File: src/rtl/cache_types_pkg.sv
// Shared coherence types: request/response bus messages and arbiter FSM states.
package cache_types;

  localparam int XLEN = 32;

  typedef enum logic [1:0] {
    CMD_RD   = 2'd0,
    CMD_RDX  = 2'd1,
    CMD_UPG  = 2'd2,
    CMD_WB   = 2'd3
  } coh_cmd_t;

  typedef struct packed {
    logic            valid;
    coh_cmd_t        cmd;
    logic [XLEN-1:0] addr;
    logic [1:0]      src;
  } req_msg_t;

  typedef struct packed {
    logic            valid;
    logic            shared;
    logic [XLEN-1:0] data;
    logic [1:0]      dst;
  } resp_msg_t;

  typedef enum logic [1:0] {
    ARB_IDLE  = 2'd0,
    ARB_GRANT = 2'd1,
    ARB_HOLD  = 2'd2
  } arb_state_t;

endpackage

File: src/rtl/rr_priority_picker.sv
// Combinational round-robin pick: first set request at or after rr_ptr, wrapping.
module rr_priority_picker #(
  parameter int NUM_PORTS = 4,
  parameter int ID_BITS   = (NUM_PORTS > 1) ? $clog2(NUM_PORTS) : 1
) (
  input  logic [NUM_PORTS-1:0] req,
  input  logic [ID_BITS-1:0]   rr_ptr,
  output logic [NUM_PORTS-1:0] pick,
  output logic [ID_BITS-1:0]   pick_idx,
  output logic                 found
);

  logic [ID_BITS-1:0] j;

  always_comb begin
    pick     = '0;
    pick_idx = '0;
    found    = 1'b0;
    j        = '0;
    for (int i = 0; i < NUM_PORTS; i++) begin
      j = ID_BITS'((int'(rr_ptr) + i) % NUM_PORTS);
      if (!found && req[j]) begin
        found    = 1'b1;
        pick_idx = j;
        pick[j]  = 1'b1;
      end
    end
  end

endmodule

File: src/rtl/coherence_bus_arbiter.sv
// Round-robin owner arbitration for a shared coherence bus: one broadcast per
// grant, ownership held while the owner requests or any snooper is busy.
module coherence_bus_arbiter
  import cache_types::*;
#(
  parameter int  NUM_PORTS = 4,
  parameter int  ID_BITS   = (NUM_PORTS > 1) ? $clog2(NUM_PORTS) : 1,
  parameter int  MAX_HOLD  = 64,
  parameter type MSG_T     = req_msg_t
) (
  input  logic                  clk,
  input  logic                  rst,
  input  logic [NUM_PORTS-1:0]  bus_req,
  input  MSG_T [NUM_PORTS-1:0]  bus_tx,
  input  logic [NUM_PORTS-1:0]  bus_busy,
  output logic [NUM_PORTS-1:0]  bus_gnt,
  output MSG_T                  bus_msg,
  output logic [ID_BITS-1:0]    bus_owner,
  output logic                  hold_err
);

  localparam int CNT_W = $clog2(MAX_HOLD + 1);

  arb_state_t             state, state_d;
  logic [ID_BITS-1:0]     rr_ptr;
  logic [CNT_W-1:0]       hold_cnt;
  logic [NUM_PORTS-1:0]   pick;
  logic [ID_BITS-1:0]     pick_idx;
  logic                   found;
  logic                   rel;

  rr_priority_picker #(.NUM_PORTS(NUM_PORTS), .ID_BITS(ID_BITS)) u_pick (
    .req      (bus_req),
    .rr_ptr   (rr_ptr),
    .pick     (pick),
    .pick_idx (pick_idx),
    .found    (found)
  );

  always_comb begin
    state_d = state;
    rel     = 1'b0;
    case (state)
      ARB_IDLE:  if (found) state_d = ARB_GRANT;
      ARB_GRANT: state_d = ARB_HOLD;
      ARB_HOLD: begin
        rel = !(bus_req[bus_owner] || (|bus_busy));
        if (rel) state_d = ARB_IDLE;
      end
      default:   state_d = ARB_IDLE;
    endcase
  end

  // Fields stay driven during HOLD so slow snoopers can keep reading them.
  always_comb begin
    bus_msg = '0;
    if (state != ARB_IDLE) begin
      bus_msg       = bus_tx[bus_owner];
      bus_msg.valid = (state == ARB_GRANT);
    end
  end

  always_ff @(posedge clk or posedge rst) begin
    if (rst) begin
      state     <= ARB_IDLE;
      bus_gnt   <= '0;
      bus_owner <= '0;
      rr_ptr    <= '0;
      hold_cnt  <= '0;
      hold_err  <= 1'b0;
    end else begin
      state <= state_d;
      if (state == ARB_IDLE && found) begin
        bus_gnt   <= pick;
        bus_owner <= pick_idx;
        hold_cnt  <= '0;
      end
      if (rel) begin
        bus_gnt <= '0;
        rr_ptr  <= (bus_owner == ID_BITS'(NUM_PORTS - 1)) ? '0 : bus_owner + 1'b1;
      end
      // Watchdog only flags; arbitration is never forced.
      if (state == ARB_HOLD && hold_cnt != CNT_W'(MAX_HOLD)) begin
        hold_cnt <= hold_cnt + 1'b1;
        if (hold_cnt == CNT_W'(MAX_HOLD - 1)) hold_err <= 1'b1;
      end
    end
  end

endmodule

File: config.mk
export PLATFORM = sky130hd
export DESIGN_NAME = coherence_bus_arbiter
export DESIGN_NICKNAME = d
export VERILOG_FILES = /design/src/rtl/cache_types_pkg.sv /design/src/rtl/rr_priority_picker.sv /design/src/rtl/coherence_bus_arbiter.sv
export SDC_FILE = /design/constraint.sdc
export NUM_CORES = 1
export LEC_CHECK = 0
export ABC_AREA = 1
export CAP_MARGIN = 0
export CORE_MARGIN = 2
export CORE_UTILIZATION = 35
export CTS_CLUSTER_SIZE = 16
export DETAILED_ROUTE_END_ITERATION = 7
export PLACE_DENSITY = 0.84
export REMOVE_ABC_BUFFERS = 1
export SLEW_MARGIN = 20
export SYNTH_ARGS = -nofsm -noshare
export SYNTH_HDL_FRONTEND = slang
export SYNTH_HIERARCHICAL = 1
export SYNTH_SLANG_ARGS = --single-unit
File: constraint.sdc
create_clock -name clk -period 2.7 [get_ports clk]
set_clock_uncertainty 0.1 [all_clocks]
set_input_delay 0.54 -clock clk [delete_from_list [all_inputs] [get_ports clk]]
set_output_delay 0.54 -clock clk [all_outputs]
set_load 0.01 [all_outputs]
---- Word level (Yosys, flattened, before mapping) ----
Cells that the tools add are included.
storage, ports and cells
  bits in registers ....................... 18
  word-level logic and storage cells ...... 93
  output and inout port bits .............. 44
  input bits .............................. 158
cells by class
  $add $sub $neg .......................... 5
  equal/unequal tests ..................... 7
  multiplexer cells ....................... 42
  magnitude comparators ................... 9
  reduce and logical (&&, ||, !) cells .... 21
  bitwise gates (word level) .............. 3
operator list
  cell                 count
  $bmux 37 s2          1
  $mux 37              1
  $mux 36              1
  $mux 4               6
  $lt 2x3->1 const B   5
  $mux 1               14
  $mux 2               7
  $mux 7               2
  $or 4x4->4           3
  $bmux 1 s2           5
  $logic_and 1x1->1    9
  $demux 1 s2          4
  $ge 2x1->1 const B   4
  $add 7x1->7 const B  1
  $eq 7x6->1 const B   1
  $ne 7x7->1 const B   1
  $pmux 2 s3           1
  $reduce_bool 2->1    3
  $add 2x1->2 const B  2
  $add 2x2->2 const B  2
  $eq 2x2->1 const B   2
  $logic_not 1->1      4
  $ne 2x2->1 const B   2
  $reduce_and 2->1     2
  other kinds (4)      4

---- Depth between registers and ports, before layout ----
  word-level depth ........................ 15
  gate-level depth with buffers ........... 14
  depth with buffers taken out ............ 13

---- Modules after synthesis ----
The synthesis kept the hierarchy.
by module, submodules not included
  module                 area each (um2)  seq. area each (um2)  cells each  times used
  coherence_bus_arbiter  2,185.8          450.4                 412         1
  rr_priority_picker     440.4            0.0                   74          1

---- Least setup slack after synthesis ----
OpenSTA, ideal clock, no wires.
  path kind ............................... reg2reg
  from .................................... register rr_ptr[0]
  to ...................................... register bus_gnt[0]
  data arrival time ....................... 1,920 ps
  slack ................................... 565 ps
  library setup time ...................... 115 ps
  stages on the path, launching flop included .. 15
  path buffers ............................ 1
  clock period less this slack ............ 2,135 ps
  data required time ...................... 2,485 ps
  cell sequence ........................... dfrtp_1 > inv_2 > ha_1 > inv_1 > nand2_1 > nand2_2 > nor2_4 > buf_6 > nand4_1 > nand2_2 > clkinv_2 > nand2_1 > nand2_1 > inv_1 > nor2_1
on the way
  longest elaborated chain between the ends .. 14
  elaborated cells on any way between the ends .. 52
  classes of those cells .................. add/sub (3); order compare (8); mux (26); bitwise (3); reduce/logical (12)
RTL lines
  element                                                               line                         text
  from (decl)                                                           coherence_bus_arbiter.sv:25  logic [ID_BITS-1:0] rr_ptr;
  from (signal assigned)                                                coherence_bus_arbiter.sv:80  rr_ptr <= (bus_owner == ID_BITS'(NUM_PORTS - 1)) ? '0 : bus_owner + 1'b1;
  parallel branches: the longest is 11 deep, another holds $add 2x1->2  --
  $mux 1 *                                                              rr_priority_picker.sv:22     if (!found && req[j]) begin
  net found                                                             coherence_bus_arbiter.sv:29  logic found;
  $logic_and 1x1->1 *                                                   coherence_bus_arbiter.sv:73  if (state == ARB_IDLE && found) begin
  $reduce_bool 2->1 (no line) *                                         --
  to (signal assigned)                                                  coherence_bus_arbiter.sv:74  bus_gnt <= pick;
  to (decl)                                                             coherence_bus_arbiter.sv:16  output logic [NUM_PORTS-1:0] bus_gnt,
Mark *: on every way through the listed nets, which the timed path passes. The select of a mux whose other input is x is not followed.
A chain may end at the register's enable or synchronous reset.

==> impl_metrics.csv <==
group,metric,value,unit
critical_path,slowest_stage,"clkdlybuf4s50_1",
clocking,clockBufferDepth,2,
clocking,cts_tree,"done",
critical_path,timing.rr.start,"rr_ptr[1]$_DFFE_PP0P_",
floorplan,start_util,36.21,%
routing,drt-pass1-iter-count,5,
global_routing,overflow,0,
critical_path,crit_path_end_kind,"output port",
sta,tightest_slew,0.6693,ns
placed_design,dp_cells,766,
routing,viasPerCell,4.938,
global_routing,antenna_found_initial,2,
clocking,clock_latency,0.25,ns
yosys,synth_area,2626,µm²
critical_path,path_cells,"clkdlybuf4s50_1 -> nor2_1 -> nor2_1 -> o21ai_0 -> a21oi_1 -> clkdlybuf4s50_1",
sta,setup_viol,0,
routing,drt_iter0_markers,186,
sta,period_share,98.00,%
global_routing,grt_pass1_vias,3487,
pwr,peakVddDrop,0.6771,mV
yosys,avgSynthCellArea,5.404,µm²
layout,nFillCells,646,
pwr,power.density,830.5,nW/µm²
layout,syn_to_final_growth,80.94,%
layout,register_area,452.9,µm²
placed_design,dp_hpwl,8926,µm
layout,multi_input_area,1866,µm²
layout,fin_cells,772,
sta,period_minus_slack,2.646,ns
yosys,synth-edff-count,0,
layout,drive_gt1_share,5.365,%
clocking,clkSinkCount,18,
global_routing,grt_usage,26.45,%
clocking,cts_root_buf,"clkbuf_8",
layout,finish.utilization,65.52,%
yosys,async_flop_share,100.0,%
critical_path,arrival,2.01,ns
critical_path,cp_data_required_time,2.06,ns
critical_path,worstPathMaxFanout,1,
floorplan,rows,31,
sta,rsz0062_at_grt,"false",
critical_path,cpPeakStageDelay,0.59,ns
yosys,ys_types,29,
sta,max_freq,0.3779,GHz
floorplan,fp.dieH,90.63,µm
yosys,yosys_register_bits,18,
critical_path,reg2reg_depth,12,
critical_path,rrSetupSlack,0.42,ns
sta,finalHoldViolCount,0,
routing,wire_per_inst,14.67,µm
routing,drc_errors,0,
sta,tns,0,ns
floorplan,ios,202,
placed_design,gp_congestion,0.9344,
placed_design,placed_cell_area,4687,µm²
critical_path,setup.worst_path.class,"in2out",
floorplan,chipWidth,90.63,µm
sta,slew_headroom,55.33,%
clocking,cts_inserted_buffers,3,
flow_run,cap_violations,0,
global_routing,grt_pass1_wl,18000,µm
yosys,synthCells,486,
sta,maxSlewViolCount,0,
clocking,htreeDepth,1,
critical_path,start_kind,"primary input",
pwr,leakage,0.002078,µW
clocking,clk_pin_slew_worst_paths,0.06,ns
yosys,ys.flop_type,"dfrtp_1",
floorplan,dieArea,8213,µm²
outcome,status,"finished clean",
layout,num-nets-final,838,
yosys,yosysWarnings,6,
critical_path,r2r-end,"bus_gnt[3]$_DFFE_PP0P_",
routing,wl,11320,µm
hold_path,hold_path.class,"reg2reg",
routing,vias,3812,
placed_design,io_buffers,197,
yosys,yosysSeqAreaShare,17.15,%
clocking,cts_hold_buf,0,
layout,final_area,4752,µm²
global_routing,grt_max_degree,51,
critical_path,endpoint,"bus_msg[8]",
floorplan,core,7253,µm²
critical_path,cp-startpoint,"bus_tx[8]",
sta,fin_hold_ws,0.3670,ns
routing,drt.antenna.violating_nets,0,
## cell families after synthesis
group                      count (synthesis)  share of synthesized area [%]
DFF                                       18                          17.15
buffers and inverters                     69                          11.81
xor gates and xnor gates                   1                         0.3336
AOI/OAI and AO/OA                        128                          24.87
and+or+nand+nor                          262                          42.02
adders and majority gates                  8                          3.811
## layer usage
metal	GRT usage, %	up-vias	routed length [µm]
met5	0	-	0
met4	7.436	0	307
met3	8.097	20	1161
met2	44.09	178	5199
met1	32.92	1671	4656
li1	-	1943	-
## flip-flops by register name, summed over array words and instances, names as in the netlist
signal and flops:
bus_owner 2, hold_cnt 7, state 2, bus_gnt 4
hold_err 1, rr_ptr 2
## final cells by class
cell class | count | share of cell area, %
timing repair buffer | 210 | 44.37
multi-input combinational | 399 | 39.26
sequential | 18 | 9.531
inverter | 40 | 3.186
tap | 99 | 2.607
clock buffer | 4 | 0.9479
antenna | 2 | 0.1053
## worst min path at each step
stage	cells after the start	start	to	slack [ns]
floorplan	1	rst	bus_gnt[0]$_DFFE_PP0P_	0.38
global placement	2	hold_err$_DFFE_PP0P_	hold_err$_DFFE_PP0P_	0.35
CTS	2	hold_err$_DFFE_PP0P_	hold_err$_DFFE_PP0P_	0.37
detailed placement	2	hold_err$_DFFE_PP0P_	hold_err$_DFFE_PP0P_	0.35
global route	2	hold_err$_DFFE_PP0P_	hold_err$_DFFE_PP0P_	0.41
finish	2	hold_err$_DFFE_PP0P_	hold_err$_DFFE_PP0P_	0.37
## critical path, delay by kind of cell
family,cells,cell delay (ns)
compound gates,2,0.26
buf+inv,2,1.05
simple gates,2,0.16
## Yosys cell counts (2+ instances only)
cell type | count | area share [%]
buf_4 | 8 | 2.3
buf_2 | 8 | 1.5
o21ai_0 | 49 | 9.3
nand2_1 | 56 | 8.0
o21ai_1 | 31 | 5.9
nand2_2 | 8 | 1.9
inv_1 | 35 | 5.0
nor2_1 | 158 | 23
ha_1 | 8 | 3.8
a21boi_0 | 4 | 1.1
inv_2 | 3 | 0.43
a21oi_1 | 43 | 8.2
dfrtp_1 | 18 | 17
nand4_1 | 8 | 1.9
clkbuf_2 | 2 | 0.38
nor2_4 | 2 | 0.86
clkbuf_1 | 9 | 1.3
nand3_1 | 25 | 4.8
## layout by cell type, fill, tap and decap left out, types with 4 or more instances in the layout
| cell | Yosys | routed |
|---|---|---|
| clkdlybuf4s50_1 | 0 | 193 |
| nor2_1 | 158 | 158 |
| nand2_1 | 56 | 56 |
| o21ai_0 | 49 | 49 |
| a21oi_1 | 43 | 43 |
| inv_1 | 35 | 35 |
| o21ai_1 | 31 | 31 |
| nand3_1 | 25 | 25 |
| dfrtp_1 | 18 | 16 |
| buf_4 | 8 | 10 |
| nand2_2 | 8 | 8 |
| nand4_1 | 8 | 8 |
| ha_1 | 8 | 8 |
| dlymetal6s2s_1 | 0 | 4 |
| a21boi_0 | 4 | 4 |
## repair_timing
item	in CTS	in global routing
hold endpoints to repair	0	0
gates resized for setup	0	6
buffers inserted	0	0
setup endpoints to repair	0	11
## report_power, final
| part | internal [µW] | switching [µW] | total, µW |
|---|---|---|---|
| Clock | 105 | 88.0 | 193 |
| Combinational | 1530 | 1790 | 3320 |
| Sequential | 351 | 84.0 | 435 |
| Total | 1990 | 1960 | 3950 |
## stage by stage
stage / setup WS (ns) / power (µW)
after detailed placement: 0.05751 / 3734
after floorplan: -0.6312 / 2156
final: 0.05397 / 3946
after global routing: 0.007935 / 4301
after global placement: 0.04518 / 3655
after CTS: 0.05136 / 3937
Note: power is estimated with default switching activity, not from simulation.
